File: src/rtl/trunk_arbiter.sv
// Round-robin owner of one outgoing trunk shared by N_LINES line controllers.
// Times the dial and call phases with a tick prescaler and flags timeout to the owner.
module trunk_arbiter #(
  parameter int unsigned N_LINES    = 4,
  parameter int unsigned TICK_DIV   = 1000,
  parameter int unsigned DIAL_TICKS = 5,
  parameter int unsigned CALL_TICKS = 250
) (
  input  logic                       pclk,
  input  logic                       presetn,
  input  logic [N_LINES-1:0]         req,
  input  logic [N_LINES-1:0]         rel,
  input  logic                       connect,
  output logic [N_LINES-1:0]         grant,
  output logic [$clog2(N_LINES)-1:0] grant_id,
  output logic                       busy,
  output logic                       dialing,
  output logic                       in_call,
  output logic                       timeout
);

  localparam int unsigned IW = $clog2(N_LINES);
  localparam int unsigned PW = (TICK_DIV > 1) ? $clog2(TICK_DIV) : 1;
  localparam int unsigned TW = $clog2(CALL_TICKS + 1);

  typedef enum logic [2:0] {
    S_IDLE,
    S_GRANT,
    S_CONNECTED,
    S_TIMEOUT,
    S_RELEASE
  } state_e;

  state_e               state_q, state_d;
  logic [IW-1:0]        owner_q, owner_d;
  logic [IW-1:0]        rr_ptr_q, rr_ptr_d;
  logic [PW-1:0]        presc_q, presc_d;
  logic [TW-1:0]        tick_cnt_q, tick_cnt_d;

  logic [N_LINES-1:0]   grant_q, grant_d;
  logic [IW-1:0]        grant_id_q, grant_id_d;
  logic                 busy_q, busy_d;
  logic                 dialing_q, dialing_d;
  logic                 in_call_q, in_call_d;
  logic                 timeout_q, timeout_d;

  logic                 arb_hit;
  logic [IW-1:0]        arb_idx;
  logic [IW-1:0]        cand;
  logic                 owner_req;
  logic                 owner_rel;
  logic                 tick;

  assign owner_req = req[owner_q];
  assign owner_rel = rel[owner_q];
  assign tick      = (presc_q == PW'(TICK_DIV - 1));

  // First requesting line at or after rr_ptr, wrapping modulo N_LINES.
  always_comb begin
    arb_hit = 1'b0;
    arb_idx = '0;
    cand    = '0;
    for (int unsigned i = 0; i < N_LINES; i++) begin
      cand = IW'((32'(rr_ptr_q) + i) % N_LINES);
      if (!arb_hit && req[cand]) begin
        arb_hit = 1'b1;
        arb_idx = cand;
      end
    end
  end

  // Next state, phase timer and output decode.
  always_comb begin
    state_d    = state_q;
    owner_d    = owner_q;
    rr_ptr_d   = rr_ptr_q;
    presc_d    = '0;
    tick_cnt_d = '0;

    unique case (state_q)
      S_IDLE: begin
        if (arb_hit) begin
          state_d = S_GRANT;
          owner_d = arb_idx;
        end
      end
      S_GRANT: begin
        if (!owner_req)                              state_d = S_RELEASE;
        else if (connect)                            state_d = S_CONNECTED;
        else if (tick_cnt_q == TW'(DIAL_TICKS))      state_d = S_TIMEOUT;
      end
      S_CONNECTED: begin
        if (owner_rel || !owner_req)                 state_d = S_RELEASE;
        else if (tick_cnt_q == TW'(CALL_TICKS))      state_d = S_TIMEOUT;
      end
      S_TIMEOUT: begin
        if (!owner_req)                              state_d = S_RELEASE;
      end
      S_RELEASE: begin
        state_d  = S_IDLE;
        rr_ptr_d = (owner_q == IW'(N_LINES - 1)) ? '0 : owner_q + IW'(1);
      end
      default: state_d = S_IDLE;
    endcase

    // Counters run only while staying in a timed phase; any entry restarts them.
    if ((state_d == state_q) && ((state_q == S_GRANT) || (state_q == S_CONNECTED))) begin
      presc_d    = tick ? '0 : presc_q + PW'(1);
      tick_cnt_d = (tick && (tick_cnt_q != '1)) ? tick_cnt_q + TW'(1) : tick_cnt_q;
    end

    busy_d     = (state_d == S_GRANT) || (state_d == S_CONNECTED) || (state_d == S_TIMEOUT);
    grant_d    = busy_d ? (N_LINES'(1) << owner_d) : '0;
    grant_id_d = busy_d ? owner_d : '0;
    dialing_d  = (state_d == S_GRANT);
    in_call_d  = (state_d == S_CONNECTED);
    timeout_d  = (state_d == S_TIMEOUT);
  end

  always_ff @(posedge pclk or negedge presetn) begin
    if (!presetn) begin
      state_q    <= S_IDLE;
      owner_q    <= '0;
      rr_ptr_q   <= '0;
      presc_q    <= '0;
      tick_cnt_q <= '0;
      grant_q    <= '0;
      grant_id_q <= '0;
      busy_q     <= 1'b0;
      dialing_q  <= 1'b0;
      in_call_q  <= 1'b0;
      timeout_q  <= 1'b0;
    end else begin
      state_q    <= state_d;
      owner_q    <= owner_d;
      rr_ptr_q   <= rr_ptr_d;
      presc_q    <= presc_d;
      tick_cnt_q <= tick_cnt_d;
      grant_q    <= grant_d;
      grant_id_q <= grant_id_d;
      busy_q     <= busy_d;
      dialing_q  <= dialing_d;
      in_call_q  <= in_call_d;
      timeout_q  <= timeout_d;
    end
  end

  assign grant    = grant_q;
  assign grant_id = grant_id_q;
  assign busy     = busy_q;
  assign dialing  = dialing_q;
  assign in_call  = in_call_q;
  assign timeout  = timeout_q;

endmodule

File: config.mk
export PLATFORM = sky130hd
export DESIGN_NAME = trunk_arbiter
export DESIGN_NICKNAME = d
export VERILOG_FILES = /design/src/rtl/trunk_arbiter.sv
export SDC_FILE = /design/constraint.sdc
export NUM_CORES = 1
export LEC_CHECK = 0
export ABC_AREA = 1
export CAP_MARGIN = 25
export CELL_PAD_IN_SITES_DETAIL_PLACEMENT = 0
export CELL_PAD_IN_SITES_GLOBAL_PLACEMENT = 1
export CORE_ASPECT_RATIO = 1.5
export CORE_MARGIN = 4
export CORE_UTILIZATION = 30
export CTS_BUF_LIST = sky130_fd_sc_hd__clkbuf_16
export DETAILED_ROUTE_END_ITERATION = 7
export PLACE_DENSITY_LB_ADDON = 0.1
export SYNTH_ARGS = -nofsm -noshare
export SYNTH_HDL_FRONTEND = slang
export SYNTH_SLANG_ARGS = --single-unit
File: constraint.sdc
create_clock -name pclk -period 1.7 [get_ports pclk]
set_clock_uncertainty 0.2 [all_clocks]
set_input_delay 0.425 -clock pclk [delete_from_list [all_inputs] [get_ports pclk]]
set_output_delay 0.425 -clock pclk [all_outputs]
set_load 0.05 [all_outputs]
==> results of run 1 <==
registers in the layout (all words and copies together), names as in the netlist:
register    cells
tick_cnt_q      8
in_call         1
grant_id        2
presc_q        10
busy            1
grant           4
owner_q         2
dialing         1
rr_ptr_q        2
state_q         3
timeout         1
per-stage QoR:
stage,instance area (um2),instances,TNS (ns)
detailed placement,2963,447,-19.62
finish,3323,462,-3.880
CTS,3268,461,-4.372
global route,3323,462,-8.109
global placement,2963,447,-19.57
floorplan,2211,286,-1.012
cell families (layout without fill, tap and decap cells):
| group | Yosys count | count (layout) |
|---|---|---|
| and+or+nand+nor | 178 | 178 |
| buffers and inverters | 40 | 119 |
| DFF | 35 | 35 |
| AOI/OAI and AO/OA | 18 | 18 |
| xor gates and xnor gates | 10 | 10 |
| adders and majority gates | 5 | 5 |
worst max-delay path, cell delays in order, from the launching register on:
cell,delay (ns)
dfrtp_2,0.47
inv_4,0.11
nand2_2,0.06
nand3_2,0.06
nand2_2,0.07
nor2_1,0.13
inv_2,0.07
nand2_4,0.08
clkinv_2,0.05
nand3_2,0.06
nand2_2,0.06
nand2_4,0.13
buf_12,0.15
nor2_4,0.03
report_power, final:
part	switching (mW)	total (mW)	leakage, nW	internal [mW]
clock network	0.357	1.05	0.0838	0.691
logic	1.67	3.10	1.02	1.43
registers	0.216	1.24	0.467	1.02
cell type report:
class	instances	area (um2)	area share
repair buffers	74	744.5	0.2240
inverters	37	147.6	0.04443
well taps	97	121.4	0.03652
clock inverters	3	43.79	0.01318
multi-input cells	211	1261	0.3795
clock buffers	5	125.1	0.03765
flip-flops and latches	35	879.6	0.2647
routing by layer:
layer	wire, um	up-vias
met2	3223	11
met1	2043	940
met4	34	0
li1	-	1046
met3	90	2
met5	0	-
final timing paths:
check | start | to | slack [ns] | cells after the start
min reg2reg | state_q[2] | state_q[2] | 0.31 | 1
max in group asynchronous | presetn | owner_q[1] | 0.95 | 2
min | presetn | tick_cnt_q[0] | -0.02 | 2
min in group pclk | state_q[2] | state_q[2] | 0.31 | 1
max reg2reg | owner_q[0] | presc_q[4] | -0.17 | 13
max | owner_q[0] | presc_q[4] | -0.17 | 13
repair_timing:
action	in CTS	in global routing
pin swaps	8	10
cloned	1	0
gates resized for setup	34	16
setup buffers	5	1
endpoints found under the setup margin	32	32
synthesized netlist by cell type (2+ instances only):
library cell,instances,share of area
a21oi_1,5,0.011
buf_6,2,0.010
dfrtp_1,35,0.40
ha_1,5,0.029
inv_1,33,0.056
nand2_1,78,0.13
nand2_2,7,0.020
nand2_4,3,0.015
nand3_1,22,0.050
nand3b_1,2,0.0068
nand4_1,3,0.0086
nor2_1,39,0.067
nor2_4,11,0.056
nor3_1,5,0.011
o21ai_0,6,0.014
o21ai_1,3,0.0068
or2_2,2,0.0057
xnor2_1,5,0.020
xor2_1,5,0.020
==> metrics.md, run 1 <==
| Metric | Value |
|---|---|
| Slew headroom | 0.6867 |
| Layout Nets | 380 |
| RSZ-0062 raised after global routing | yes |
| Post-route setup slack | -0.1739 ns |
| Met1 GRT Util | 0.1413 |
| Initial antenna violation count | 0 |
| Vias in the first global route | 2114 |
| Syn avg cell area | 7.673 um2 |
| Worst endpoint required time | 1.66 ns |
| Final Hold Viols | 24 |
| Syn. warnings | 0 |
| Number of distinct library cells after synthesis | 34 |
| IO Pins | 21 |
| Number of vias per cell | 4.327 |
| Number of synthesized flops with an enable pin | 0 |
| Mux contribution to synthesized area | 0 |
| Crit path capture type | flip-flop |
| Final Setup Violations | 31 |
| Worst-path clk slew | 0.06 ns |
| Leak | 1.569 nW |
| Hold_ws | -0.01692 ns |
| Commonest non-fill, non-tap cells in the layout | nand2_1, buf_4, dfrtp_1 |
| Most common cell after layout, fill and taps aside | nand2_1 |
| Worst Tran Pin Value | 0.4700 ns |
| # fillers | approximately 700 |
| Failing checks | negative hold slack, negative setup slack |
| Status | finished with violations |
| Main combinational cell family by area after synthesis | simple AND/OR/NAND/NOR gates |
| Crit Path Class | flip-flop to flip-flop |
| First-pass GRT wire length | 9432 um |
| XOR/XNOR Fraction of Synth Area | 0.03991 |
| RePlAce Congestion | 0.7878 |
| Clk_lat worst skew | 0.27 ns |
| GRT met3 Usage | 0.01911 |
| Post-synthesis register bit count | 35 |
| DP Wirelength | around 4200 um |
| Crit start category | flip-flop |
| CTS Hold Bufs | 0 |
| GRT Resource Usage Total | 0.1337 |
| Compound-Gate Fraction of Synth Area | 0.04846 |
| Number of CTS-inserted buffers | 5 |
| CTS tree | built |
| Via count | approximately 2000 |
| Htree depth | 2 |
| Setup slack at placement | -0.6971 ns |
| # diodes | 0 |
| Number of buffers added on ports | 20 |
| WL/cell | around 12 um |
| Longest Clk Path Bufs | 2 |
| CTS Root Cell | clkbuf_16 |
| Post-Synth Simple-Gate Area | 0.3979 |
| Max Fclk | 533.6 MHz |
| Die Footprint | between 8000 and 9000 um2 |
| CP max FO | 7 |
| Final core utilization | 0.4754 |
| Net count after synthesis | just over 300 |
| DIE WIDTH | 77.84 um |
| Post-DRT Antenna Nets | 0 |
| CTS Sinks | 35 |
| Worst Hold Class | primary input to async pin |
| Initial core utilization | 0.3139 |
| Pin count of the biggest net entering global routing | 36 |
| PwrDens | 1621 nW/um2 |
| Netlist Area Pre-Place | between 2000 and 2500 um2 |
| Total power | 5.387 mW |
| Layout area overhead | 51.43% |
| Grt ovf | 0 |
| Max-cap violations | 0 |
| Row cnt | 37 |
| Global Route met2 Usage | 0.2677 |
| Core box area | around 7000 um2 |
| Fin crit period | 1.874 ns |
| Slew Viols, Final | 0 |
| Part of the Yosys area used for sequential elements | 0.3991 |
| Peak supply drop | 663.9 uV |
| Share of post-route cells with drive strength above 1 | 0.4000 |
| Synth Flop Type | dfrtp_1 |
| DRC | 0 |
| Final Cycle Share | 1.102 |
| Chip height | between 100 and 150 um |
| Top Usage Layer GRT | met2 |
| Async set-reset flop share out of synthesis | 1.000 |
| Worst Path Arrival | 1.83 ns |
| Routed WL | between 5000 and 6000 um |
| Cells after synthesis | roughly 290 |
| Post-Synth Adder-Cell Area | 0.02851 |
| Initial DRT Pass Iterations | 4 |
| Initial DRC Count | 38 |
No activity file was read; power rests on OpenSTA's default activity.
==> inputs of run 2 (changes only) <==
--- a/config.mk
+++ b/config.mk
@@ -14,7 +14,7 @@
 export CORE_UTILIZATION = 30
 export CTS_BUF_LIST = sky130_fd_sc_hd__clkbuf_16
 export DETAILED_ROUTE_END_ITERATION = 7
-export PLACE_DENSITY_LB_ADDON = 0.1
+export PLACE_DENSITY = 0.7
 export SYNTH_ARGS = -nofsm -noshare
 export SYNTH_HDL_FRONTEND = slang
 export SYNTH_SLANG_ARGS = --single-unit
==> constraint.sdc (replaced) <==
create_clock -name pclk -period 1.7 [get_ports pclk]
set_clock_uncertainty 0.2 [all_clocks]
set_input_delay 0.425 -clock pclk [delete_from_list [all_inputs] [get_ports pclk]]
set_output_delay 0.425 -clock pclk [all_outputs]
set_load 0.005 [all_outputs]
==> run 2 against run 1 <==
Effect of this change:
- the flow finishes with violations (negative setup slack)
- sequential power fell by 3%
- global-route usage down 0.18 points
- final area is 1.5% higher
- first-iteration DRC count increased by 89%
- critical path depth shrank 4
- worst hold slack better by 0.34 ns
- maximum frequency shrank 1.0%
==> metrics.md, run 2 (synthesis gave the netlist of run 1 again) <==
| Metric | Value |
|---|---|
| # diodes | 0 (unchanged) |
| Crit Path Class | flip-flop to flip-flop |
| DP Wirelength | 4036 um (-4.0%) |
| Most common cell after layout, fill and taps aside | nand2_1 |
| Leak | 1.598 nW (+1.8%) |
| Worst Hold Class | flip-flop to flip-flop |
| Final Hold Viols | 0 (-100%) |
| Htree depth | 2 (unchanged) |
| Layout Nets | 380 (unchanged) |
| Row cnt | 37 (unchanged) |
| CTS Root Cell | clkbuf_16 |
| Grt ovf | 0 (unchanged) |
| Peak supply drop | 618.3 uV (-6.9%) |
| Final Cycle Share | 1.114 (+0.01127) |
| Total power | 5.126 mW (-4.8%) |
| Status | finished with violations |
| Worst-path clk slew | 0.06 ns (about the same) |
| CTS tree | built |
| Max reg flops | 10 (unchanged) |
| Chip height | 112.8 um (unchanged) |
| WL/cell | 11.96 um (+2.5%) |
| Routed WL | 5526 um (+2.5%) |
| IO Pins | 21 (unchanged) |
| Slew headroom | 0.7254 (+0.03877) |
| Multi-input logic area | 1406 um2 (+12%) |
| CTS Sinks | 35 (unchanged) |
| Die Footprint | 8776 um2 (unchanged) |
| Number of CTS-inserted buffers | 5 (unchanged) |
| Dpl cell area | 2863 um2 (-3.4%) |
| Worst Tran Pin Value | 0.4087 ns (-0.06129 ns) |
| Pin count of the biggest net entering global routing | 36 (unchanged) |
| Number of buffers added on ports | 20 (unchanged) |
| First-pass GRT wire length | 9239 um (-2.0%) |
| Largest Register | presc_q |
| Initial DRC Count | 72 (+89%) |
| Worst endpoint required time | 1.66 ns (about the same) |
| Post-route setup slack | -0.1931 ns (-0.01916 ns) |
| Fin crit period | 1.893 ns (+0.01916 ns) |
| Crit start category | flip-flop |
| Clk_lat worst skew | 0.28 ns (about the same) |
| Max Fclk | 528.2 MHz (-1.0%) |
| Core box area | 6990 um2 (unchanged) |
| Longest Clk Path Bufs | 2 (unchanged) |
| GRT Resource Usage Total | 0.1319 (-0.001830) |
| Design area | 3372 um2 (+1.5%) |
| Initial antenna violation count | 0 (unchanged) |
| Number of vias per cell | 4.461 (+3.1%) |
| Max-cap violations | 0 (unchanged) |
| DIE WIDTH | 77.84 um (unchanged) |
| CP max FO | 6 (-1) |
| RSZ-0062 raised after global routing | yes |
| Share of post-route cells with drive strength above 1 | 0.4411 (+0.04110) |
| Reg area | 879.6 um2 (unchanged) |
| Slew Viols, Final | 0 (unchanged) |
| Vias in the first global route | 2128 (+0.66%) |
| Worst Path Arrival | 1.85 ns (+0.02 ns) |
| Initial core utilization | 0.3139 (unchanged) |
| Crit path capture type | flip-flop |
| Via count | 2061 (+3.1%) |
| RePlAce Congestion | 0.9022 (+15%) |
| Post-DRT Antenna Nets | 0 (unchanged) |
| Commonest non-fill, non-tap cells in the layout | nand2_1, buf_4, dfrtp_1 |
| # fillers | 680 (-4.5%) |
| Final Setup Violations | 30 (-3.2%) |
| Layout area overhead | 53.65% |
| Initial DRT Pass Iterations | 4 (unchanged) |
| DRC | 0 (unchanged) |
| PwrDens | 1520 nW/um2 (-6.2%) |
| Failing checks | negative setup slack |
[run 2: worst paths after layout]
kind	from	to	slack, ns	cells after the start
min	state_q[2]	state_q[2]	0.32	1
max	state_q[1]	tick_cnt_q[0]	-0.19	9
min reg2reg	state_q[2]	state_q[2]	0.32	1
max reg2reg	state_q[1]	tick_cnt_q[0]	-0.19	9
min in group asynchronous	presetn	presc_q[0]	0.42	3
max in group asynchronous	presetn	rr_ptr_q[0]	0.68	3
[run 2: worst max-delay path, cell delays in order (launching register included)]
cell and delay (ns):
dfrtp_1 0.45, nor3_1 0.39, nand2_2 0.12, nor2_1 0.10
nor2_1 0.07, nand3_2 0.06, nand2_2 0.06, nand2_4 0.14
buf_8 0.15, nor2_4 0.03
[run 2: cell type report]
class | instances | area share
Clock buffer | 5 | 0.03711
Clock inverter | 3 | 0.01299
Inverter | 37 | 0.04416
Multi-Input combinational cell | 212 | 0.4171
Sequential cell | 35 | 0.2609
Tap cell | 97 | 0.03599
Timing Repair Buffer | 73 | 0.1918
[run 2: routing by layer]
layer	global-route usage	wire, um	part of all wire
met1	0.1232	1892	0.34
met2	0.2626	3332	0.60
met3	0.02229	124	0.022
met4	0.07126	176	0.032
met5	0	0	0
[run 2: through the flow]
stage               hold slack (ns)    util  setup WS [ns]  TNS, ns  cells
global placement             0.2025  0.4095        -0.6758   -18.97    447
finish                       0.3199  0.4824        -0.1931   -3.994    462
CTS                          0.3070  0.4566        -0.1826   -4.255    460
global route                 0.3403  0.4824        -0.2606   -6.480    462
detailed placement           0.2011  0.4095        -0.6990   -19.56    447
floorplan                  -0.07059       -       -0.08676   -1.012    286
[run 2: power breakdown]
part           leakage [nW]  total [mW]  internal (mW)  switching [mW]
Combinational          1.05        2.87           1.31            1.56
Clock                0.0838        1.06          0.691           0.367
Sequential            0.467        1.20           1.02           0.178
[run 2: repair_timing]
item	4_1_cts	5_1_grt
resized for setup	53	52
setup endpoints to repair	42	32
cloned	1	1
pin swaps	11	26
setup buffers	3	1
hold buffers	1	0
hold endpoints to repair	35	0
==> inputs of run 3 (changes only) <==
--- a/config.mk
+++ b/config.mk
@@ -10,7 +10,7 @@
 export CELL_PAD_IN_SITES_DETAIL_PLACEMENT = 0
 export CELL_PAD_IN_SITES_GLOBAL_PLACEMENT = 1
 export CORE_ASPECT_RATIO = 1.5
-export CORE_MARGIN = 4
+export CORE_MARGIN = 5
 export CORE_UTILIZATION = 30
 export CTS_BUF_LIST = sky130_fd_sc_hd__clkbuf_16
 export DETAILED_ROUTE_END_ITERATION = 7
==> run 3 against run 2 <==
Effect of this change:
- the run still ends with negative setup slack left
- utilization decreased by 1.1 points
- via count decreased by 1.0%
- final cell count increased by 0.65%
- sequential cell count unchanged
- die area increased by 4.4%
- sequential power about the same
- maximum frequency decreased by 2.1%
- worst hold slack got worse by 0.016 ns
- wire length decreased by 1.3%
- total power increased by 4.1%
- clock-buffer cell count unchanged
- highest routed layer unchanged
==> metrics.md, run 3 (synthesis gave the netlist of run 1 again) <==
| Metric | Value |
|---|---|
| Status | finished with violations |
| Failing checks | negative setup slack |
| Longest Clk Path Bufs | 2 (unchanged) |
| Total power | 5.336 mW (+4.1%) |
| DIE WIDTH | 79.84 um (+2.6%) |
| Final Cycle Share | 1.137 (+0.02344) |
| Largest Register | presc_q |
| Max-cap violations | 0 (unchanged) |
| Hold Path Sink | state_q[2] |
| DP Wirelength | 4159 um (+3.0%) |
| Layout Nets | 380 (unchanged) |
| Post-DRT Antenna Nets | 0 (unchanged) |
| GRT met3 Usage | 0.02194 (-0.0003494) |
| Worst path top cell family by delay | simple AND/OR/NAND/NOR gates |
| Via count | 2040 (-1.0%) |
| Global Route met2 Usage | 0.2616 (-0.001013) |
| Multi-input logic area | 1413 um2 (+0.44%) |
| Die Footprint | 9161 um2 (+4.4%) |
| CTS Sinks | 35 (unchanged) |
| Top Usage Layer GRT | met2 |
| R2r startpoint | state_q[1] |
| WL/cell | 11.72 um (-2.0%) |
| PwrDens | 1578 nW/um2 (+3.8%) |
| Commonest non-fill, non-tap cells in the layout | nand2_1, buf_4, dfrtp_1 |
| Setup_tns | -4.920 ns (-0.9260 ns) |
| IO Pins | 21 (unchanged) |
| Reg2reg end | presc_q[2] |
| Routed WL | 5452 um (-1.3%) |
| Final Hold Viols | 0 (unchanged) |
| Initial DRT Pass Iterations | 4 (unchanged) |
| Worst path bufs/invs | 1 (unchanged) |
| Hold_ws | 0.3035 ns (-0.01643 ns) |
| R2R Setup Slk | -0.23 ns (-0.04 ns) |
| Slew headroom | 0.7362 (+0.01082) |
| Worst Hold Class | flip-flop to flip-flop |
| Leak | 1.582 nW (-1.0%) |
| Met1 GRT Util | 0.1257 (+0.002431) |
| Slew Viols, Final | 0 (unchanged) |
| Final Setup Violations | 28 (-6.7%) |
| DP Cell Count | 449 (+0.45%) |
| Setup slack at placement | -0.6877 ns (+0.01128 ns) |
| CP max FO | 6 (unchanged) |
| Final core utilization | 0.4709 (-0.01147) |
| Crit-path cells | nor3_1 > nand2_2 > nor2_2 > nor2_2 > nand3_2 > nand2_2 > nand2_4 > buf_12 > nor2_4 |
| Worst Reg-to-Reg Cells | 9 (unchanged) |
| Post-route setup slack | -0.2329 ns (-0.03985 ns) |
| Initial DRC Count | 49 (-32%) |
| Pin count of the biggest net entering global routing | 36 (unchanged) |
| Crit Path Class | flip-flop to flip-flop |
| Initial core utilization | 0.3057 (-0.008262) |
| Dpl cell area | 2859 um2 (-0.13%) |
| Clk_lat worst skew | 0.28 ns (about the same) |
| CTS tree | built |
| Min-delay src | state_q[2] |
| Layout area overhead | 54.05% |
| Vias in the first global route | 2092 (-1.7%) |
| Crit start category | flip-flop |
| RSZ-0062 raised after global routing | yes |
| Reg area | 879.6 um2 (unchanged) |
| Worst-path clk slew | 0.05 ns (about the same) |
| Max Fclk | 517.4 MHz (-2.1%) |
| Max reg flops | 10 (unchanged) |
| Number of CTS-inserted buffers | 5 (unchanged) |
| Row cnt | 38 (+2.7%) |
| Post-route insts no fill | 465 (+0.65%) |
| Design area | 3381 um2 (+0.26%) |
| Initial antenna violation count | 0 (unchanged) |
| Most common cell after layout, fill and taps aside | nand2_1 |
| Hold path cells | 1 (unchanged) |
| CP max stage delay | 0.45 ns (about the same) |
| GRT Resource Usage Total | 0.1288 (-0.003111) |
| Share of post-route cells with drive strength above 1 | 0.4603 (+0.01918) |
| Chip height | 114.8 um (+1.8%) |
| Grt ovf | 0 (unchanged) |
| Peak supply drop | 750.8 uV (+21%) |
| Core box area | 7179 um2 (+2.7%) |
| RePlAce Congestion | 0.8026 (-11%) |
| Worst Tran Pin Value | 0.3926 ns (-0.01611 ns) |
| Htree depth | 2 (unchanged) |
| DRC | 0 (unchanged) |
| First-pass GRT wire length | 9246 um (about the same) |
| # diodes | 0 (unchanged) |
| # fillers | 709 (+4.3%) |
| Critical-path top delay cell | dfrtp_1 |
| Worst Path Arrival | 1.89 ns (+0.04 ns) |
| Crit path depth | 9 (unchanged) |
| Number of vias per cell | 4.387 (-1.7%) |
| Worst endpoint required time | 1.66 ns (about the same) |
| Crit path capture type | flip-flop |
| Number of buffers added on ports | 20 (unchanged) |
| CTS Root Cell | clkbuf_16 |
| Fin crit period | 1.933 ns (+0.03985 ns) |
-- run 3: changes by cell type in the layout (fill, tap and decap cells not counted), sizes merged --
| cell | before | now |
|---|---|---|
| clkinv | 2 | 3 |
| inv | 37 | 36 |
| clkdlybuf4s50 | 3 | 4 |
| nand2 | 89 | 88 |
| buf | 53 | 54 |
| dlymetal6s2s | 2 | 1 |
-- run 3: repair_timing --
action,4_1_cts,5_1_grt
cloned,1,0
setup buffers,5,3
setup endpoints to repair,42,32
gates resized for setup,51,56
hold buffers,1,0
hold endpoints to repair,35,0
pin swaps,17,26
-- run 3: how the worst max path moves through the flow --
stage / start / end / slack, ns
6_report: state_q[1] / presc_q[2] / -0.23
5_1_grt: rr_ptr_q[0] / presc_q[2] / -0.32
4_1_cts: owner_q[0] / presc_q[5] / -0.21
3_5_place_dp: req[3] / presc_q[5] / -0.69
3_3_place_gp: req[3] / presc_q[2] / -0.66
2_1_floorplan: rr_ptr_q[0] / presc_q[2] / -0.09
-- run 3: cell type report --
class                      instances  share of cell area
timing repair buffer              74              0.1917
multi-input combinational        211              0.4178
inverter                          37             0.04330
sequential                        35              0.2602
clock inverter                     3             0.01295
clock buffer                       5             0.03701
tap                              100             0.03701
-- run 3: where the power goes --
group	leakage, nW	switching, mW	internal, mW
clock	0.0838	0.345	0.690
combinational	1.03	1.68	1.42
sequential	0.467	0.189	1.02
-- run 3: metal layers --
metal / vias up / share of wire
li1: 1050 / -
met1: 964 / 0.35
met2: 18 / 0.61
met3: 8 / 0.020
met4: 0 / 0.019
met5: - / 0
